==> src/rtl/imm_gen_pipe.sv <==
// imm_gen_pipe: RV32I immediate generator with a two-entry output buffer.
// The opcode is decoded on the way in, so the stored data is the final
// immediate, format code and illegal flag. Entry 0 drives out_*; the skid
// entry absorbs one extra beat when downstream stalls. This lets in_ready
// be a plain flop, so no combinational path crosses the block.
//
// state    | meaning
// ---------+----------------------------------------------
// ST_EMPTY | no beat held, out_valid low
// ST_ONE   | entry 0 holds a beat, skid empty
// ST_TWO   | entry 0 and skid both hold beats, in_ready low
module imm_gen_pipe #(
    parameter int XLEN  = 32,
    parameter int TAG_W = 8
) (
    input  logic             clk,
    input  logic             res,
    input  logic             in_valid,
    output logic             in_ready,
    input  logic [31:0]      in_instr,
    input  logic [TAG_W-1:0] in_tag,
    output logic             out_valid,
    input  logic             out_ready,
    output logic [XLEN-1:0]  out_imm,
    output logic [2:0]       out_fmt,
    output logic             out_illegal,
    output logic [TAG_W-1:0] out_tag
);

    if (XLEN != 32 && XLEN != 64) begin : g_bad_xlen
        $error("imm_gen_pipe: XLEN must be 32 or 64");
    end

    localparam logic [2:0] FMT_R   = 3'd0;
    localparam logic [2:0] FMT_I   = 3'd1;
    localparam logic [2:0] FMT_S   = 3'd2;
    localparam logic [2:0] FMT_B   = 3'd3;
    localparam logic [2:0] FMT_U   = 3'd4;
    localparam logic [2:0] FMT_J   = 3'd5;
    localparam logic [2:0] FMT_ILL = 3'd7;

    typedef enum logic [1:0] {
        ST_EMPTY = 2'd0,
        ST_ONE   = 2'd1,
        ST_TWO   = 2'd2
    } state_t;

    state_t r_state;
    state_t w_state_nxt;
    logic   r_in_ready;

    logic [XLEN-1:0]  w_imm;
    logic [2:0]       w_fmt;
    logic             w_illegal;
    logic             w_sign;

    logic [XLEN-1:0]  r_e0_imm;
    logic [2:0]       r_e0_fmt;
    logic             r_e0_illegal;
    logic [TAG_W-1:0] r_e0_tag;
    logic [XLEN-1:0]  r_e1_imm;
    logic [2:0]       r_e1_fmt;
    logic             r_e1_illegal;
    logic [TAG_W-1:0] r_e1_tag;

    logic w_acc;
    logic w_emit;
    logic w_ld_e0_dec;
    logic w_ld_e0_skid;
    logic w_ld_e1;

    assign w_sign = in_instr[31];
    assign w_acc  = in_valid & r_in_ready;
    assign w_emit = (r_state != ST_EMPTY) & out_ready;

    // Decode the incoming opcode into format, illegal flag and scaled immediate.
    always_comb begin
        w_imm     = '0;
        w_fmt     = FMT_ILL;
        w_illegal = 1'b1;
        case (in_instr[6:0])
            7'b0000011, 7'b0010011, 7'b1100111, 7'b1110011: begin
                w_fmt     = FMT_I;
                w_illegal = 1'b0;
                w_imm     = {{(XLEN-11){w_sign}}, in_instr[30:20]};
            end
            7'b0100011: begin
                w_fmt     = FMT_S;
                w_illegal = 1'b0;
                w_imm     = {{(XLEN-11){w_sign}}, in_instr[30:25], in_instr[11:7]};
            end
            7'b1100011: begin
                w_fmt     = FMT_B;
                w_illegal = 1'b0;
                w_imm     = {{(XLEN-12){w_sign}}, in_instr[7], in_instr[30:25],
                             in_instr[11:8], 1'b0};
            end
            7'b0110111, 7'b0010111: begin
                w_fmt     = FMT_U;
                w_illegal = 1'b0;
                w_imm     = {{(XLEN-31){w_sign}}, in_instr[30:12], 12'b0};
            end
            7'b1101111: begin
                w_fmt     = FMT_J;
                w_illegal = 1'b0;
                w_imm     = {{(XLEN-20){w_sign}}, in_instr[19:12], in_instr[20],
                             in_instr[30:21], 1'b0};
            end
            7'b0110011: begin
                w_fmt     = FMT_R;
                w_illegal = 1'b0;
                w_imm     = '0;
            end
            default: begin
                w_fmt     = FMT_ILL;
                w_illegal = 1'b1;
                w_imm     = '0;
            end
        endcase
    end

    // Occupancy state and the registered in_ready (skid empty after this edge).
    always_ff @(posedge clk) begin
        if (res) begin
            r_state    <= ST_EMPTY;
            r_in_ready <= 1'b1;
        end else begin
            r_state    <= w_state_nxt;
            r_in_ready <= (w_state_nxt != ST_TWO);
        end
    end

    // Next occupancy from the accept/emit handshakes.
    always_comb begin
        w_state_nxt = r_state;
        case (r_state)
            ST_EMPTY: w_state_nxt = w_acc ? ST_ONE : ST_EMPTY;
            ST_ONE: begin
                if (w_acc && !w_emit)
                    w_state_nxt = ST_TWO;
                else if (!w_acc && w_emit)
                    w_state_nxt = ST_EMPTY;
                else
                    w_state_nxt = ST_ONE;
            end
            ST_TWO:   w_state_nxt = w_emit ? ST_ONE : ST_TWO;
            default:  w_state_nxt = ST_EMPTY;
        endcase
    end

    // Entry load strobes; accept is impossible in ST_TWO since in_ready is low.
    always_comb begin
        w_ld_e0_dec  = 1'b0;
        w_ld_e0_skid = 1'b0;
        w_ld_e1      = 1'b0;
        case (r_state)
            ST_EMPTY: w_ld_e0_dec = w_acc;
            ST_ONE: begin
                w_ld_e0_dec = w_acc & w_emit;
                w_ld_e1     = w_acc & ~w_emit;
            end
            ST_TWO:   w_ld_e0_skid = w_emit;
            default: begin
                w_ld_e0_dec  = 1'b0;
                w_ld_e0_skid = 1'b0;
                w_ld_e1      = 1'b0;
            end
        endcase
    end

    // Storage for entry 0 (output) and entry 1 (skid); reset clears both.
    always_ff @(posedge clk) begin
        if (res) begin
            r_e0_imm     <= '0;
            r_e0_fmt     <= '0;
            r_e0_illegal <= 1'b0;
            r_e0_tag     <= '0;
            r_e1_imm     <= '0;
            r_e1_fmt     <= '0;
            r_e1_illegal <= 1'b0;
            r_e1_tag     <= '0;
        end else begin
            if (w_ld_e0_dec) begin
                r_e0_imm     <= w_imm;
                r_e0_fmt     <= w_fmt;
                r_e0_illegal <= w_illegal;
                r_e0_tag     <= in_tag;
            end else if (w_ld_e0_skid) begin
                r_e0_imm     <= r_e1_imm;
                r_e0_fmt     <= r_e1_fmt;
                r_e0_illegal <= r_e1_illegal;
                r_e0_tag     <= r_e1_tag;
            end
            if (w_ld_e1) begin
                r_e1_imm     <= w_imm;
                r_e1_fmt     <= w_fmt;
                r_e1_illegal <= w_illegal;
                r_e1_tag     <= in_tag;
            end
        end
    end

    assign in_ready    = r_in_ready;
    assign out_valid   = (r_state != ST_EMPTY);
    assign out_imm     = r_e0_imm;
    assign out_fmt     = r_e0_fmt;
    assign out_illegal = r_e0_illegal;
    assign out_tag     = r_e0_tag;

endmodule

==> config.mk <==
export PLATFORM = sky130hd
export DESIGN_NAME = imm_gen_pipe
export DESIGN_NICKNAME = d
export VERILOG_FILES = /design/src/rtl/imm_gen_pipe.sv
export SDC_FILE = /design/constraint.sdc
export NUM_CORES = 1
export LEC_CHECK = 0
export ABC_AREA = 1
export CORE_MARGIN = 3
export CORE_UTILIZATION = 53
export CTS_CLUSTER_DIAMETER = 30
export DETAILED_ROUTE_END_ITERATION = 8
export DONT_BUFFER_PORTS = 1
export GPL_TIMING_DRIVEN = 0
export PLACE_DENSITY_LB_ADDON = 0.08
export SKIP_CTS_REPAIR_TIMING = 1
export SLEW_MARGIN = 20
export SYNTH_ARGS = -nofsm -noshare
export SYNTH_HDL_FRONTEND = slang
export SYNTH_SLANG_ARGS = --single-unit
export TNS_END_PERCENT = 5
==> constraint.sdc <==
create_clock -name clk -period 3.08 [get_ports clk]
set_clock_uncertainty 0.2 [all_clocks]
set_input_delay 0.616 -clock clk [delete_from_list [all_inputs] [get_ports clk]]
set_output_delay 0.616 -clock clk [all_outputs]
set_load 0.03 [all_outputs]
==> results.py <==
metrics = {
    "drt": {
        "wl_per_cell_um": 14.8,
        "vias": 4674,
        "vias_per_cell": 5.41,
        "dr.pass1.iters": 7,
        "drcViolationCount": 0,
        "drt-total-wl_um": 12800,
        "drt-initial-drc-count": 281,
        "ant_nets": 0,
    },
    "run": {
        "drv_cap": 0,
    },
    "floorplanning": {
        "initial_core_util_pct": 55.0,
        "die-height_um": 102,
        "die_w_um": 102,
        "ios": 90,
        "die-area_um2": 10300,
        "core_area_um2": 8810,
        "rows": 34,
    },
    "finish": {
        "drive_gt1_share_pct": 9.39,
        "regArea_um2": 1820,
        "multiInputGateArea_um2": 2400,
        "nets": 798,
        "syn2layout_area_growth_pct": 7.21,
        "final_cells": 864,
        "diodes": 0,
        "fillers": 881,
    },
    "grt": {
        "met1_usage_pct": 32.9,
        "antenna_found_initial": 0,
        "grt_overflow": 0,
        "grt_max_degree": 16,
        "grt_pass1_vias": 4346,
        "met2_usage_pct": 42.7,
        "grt_pass1_wl_um": 21000,
        "gr-usage-all-layers_pct": 25.7,
        "grtUsageMet3_pct": 6.96,
        "grt-busiest-layer": "met2",
    },
    "sta": {
        "rsz0062_at_grt": "no",
        "hold_viol_final": 0,
        "drv_slew": 0,
        "fin_ws_ns": 0.836,
        "tightestPinTransition_ns": 0.584,
        "setup_violations": 0,
        "period_minus_slack_ns": 2.24,
        "max_freq_mhz": 446,
        "period_share_pct": 72.8,
        "setup_tns_ns": 0,
        "max_slew_margin_pct": 61.0,
    },
    "worst_setup_path": {
        "path_common_cell": "nand2_1",
        "slowest_delay_ns": 0.43,
        "cp.buffers_inverters": 2,
        "cp.arrival_ns": 2.33,
        "end_kind": "register",
        "worst_ep_required_time_ns": 3.17,
        "start_kind": "register",
        "crit_fanout": 9,
        "crit_family": "simple AND/OR/NAND/NOR gates",
        "cpMaxStageDelayCell": "nor2_1",
        "path_cells": "inv_1 -> nand2_1 -> nand2_1 -> inv_1 -> ha_1 -> nand2_1 -> nand2_2 -> nor2_1 -> nand2_1 -> a31oi_1",
        "worstSetupPathType": "register to register",
    },
    "clocking": {
        "clock_latency_ns": 0.37,
        "cts_tree": "built",
        "numCtsBuffers": 9,
        "cts.sinks": 91,
        "cts_buffer_depth": 2,
        "htree_levels": 3,
        "clockRootBuffer": "clkbuf_8",
        "clk_pin_slew_ns": 0.09,
    },
    "pwr": {
        "switchingPower_mw": 0.941,
        "irDropWorstVdd_mv": 0.267,
        "switching_share_pct": 32.8,
        "seqPwrFrac_pct": 52.0,
        "comb_power_share_pct": 16.8,
        "p_int_mw": 1.93,
        "p_per_area_nw_per_um2": 553,
        "clkPwrFrac_pct": 31.2,
        "power_leakage_nw": 2.63,
    },
    "logic_synthesis": {
        "syn_area_per_cell_um2": 6.54,
        "ys_ff_latch": 91,
        "synth_common_cells": "nand2_1, inv_1, dfxtp_1",
        "synth_edf_count": 0,
        "ys_seq_area_share_pct": 37.6,
        "synthFlopType": "dfxtp_1",
        "synth_warnings": 0,
        "synth_most_common_cell": "nand2_1",
        "synth.top_cell.area_share_pct": 37.6,
        "syn_area_um2": 4840,
        "synth_nets": 787,
        "yosysUniqueCellTypes": 22,
        "yosysTopAreaCell": "dfxtp_1",
        "netlist_top_cells_area": "dfxtp_1, nand2_1, a21oi_1",
        "syn_inst": 741,
        "synthArstFlopShare_pct": 0,
    },
    "placement": {
        "dp.cells": 849,
        "place_congestion": 0.900,
        "port-buffer-count": 0,
        "dp_hpwl_um": 9550,
        "place_ws_ns": 0.822,
    },
    "outcome": {
        "status": "finished clean",
    },
    "hold_path": {
        "hold_path.class": "primary input to register",
    },
}
[routing by layer]
metal,wire [um],vias up
met1,5750,2138
met3,980,16
li1,-,2374
met4,184,0
met5,0,-
met2,5890,146
[kinds of logic after synthesis]
| logic type | count (synthesis) | share of synthesized area, % |
|---|---|---|
| buf+inv | 147 | 12.9 |
| flops | 91 | 37.6 |
| fa+ha+maj | 2 | 0.517 |
| compound gates | 128 | 15.5 |
| simple gates | 373 | 33.5 |
[worst paths after layout]
check,from,to,slack (ns),depth (start not counted)
setup / recovery,r_state[0],out_tag[0],0.84,10
hold / removal,in_tag[5],r_e1_tag[5],0.18,2
setup reg to reg,r_state[0],out_tag[0],0.84,10
hold reg to reg,r_e1_tag[4],r_e1_tag[4],0.27,2
[state kept, by name, indices dropped and copies added, names as in the netlist]
| name | cells |
|---|---|
| in_ready | 1 |
| out_fmt | 3 |
| out_illegal | 1 |
| out_imm | 32 |
| out_tag | 8 |
| r_e1_fmt | 3 |
| r_e1_illegal | 1 |
| r_e1_imm | 32 |
| r_e1_tag | 8 |
| r_state | 2 |
[area by class of cell]
type,instances,share of cell area (%)
Multi-Input combinational cell,503,46.1
Sequential cell,91,35.1
Inverter,103,7.45
Buffer,44,4.60
Tap cell,108,2.60
Clock buffer,10,2.46
Clock inverter,5,1.66
[power by group through the flow]
stage / combinational [mW] / sequential (mW) / clock, mW
after floorplan: 0.381 / 1.50 / 0
after global placement: 0.469 / 1.52 / 0
after detailed placement: 0.480 / 1.52 / 0
after CTS: 0.482 / 1.49 / 0.907
after global routing: 0.556 / 1.50 / 0.971
final: 0.483 / 1.49 / 0.895
[cell usage in the layout, fill, tap and decap left out, drive strengths merged, types with 19 or more instances in the layout]
cell type / instances
buf: 31
nand2: 230
a21oi: 83
nor2: 43
nand3: 81
inv: 104
o21a: 35
dfxtp: 91
nand4: 19
clkbuf: 23
[metrics by stage]
stage	util [%]	hold slack (ns)	power, mW	instance area [um^2]
5_1_grt	59.0	0.176	3.03	5190
4_1_cts	59.0	0.176	2.88	5190
3_5_place_dp	56.5	0.255	2.00	4980
3_3_place_gp	56.5	0.252	1.98	4980
6_report	59.0	0.185	2.87	5190
2_1_floorplan	-	0.245	1.88	4840
Power figures use the tool's default switching activity.
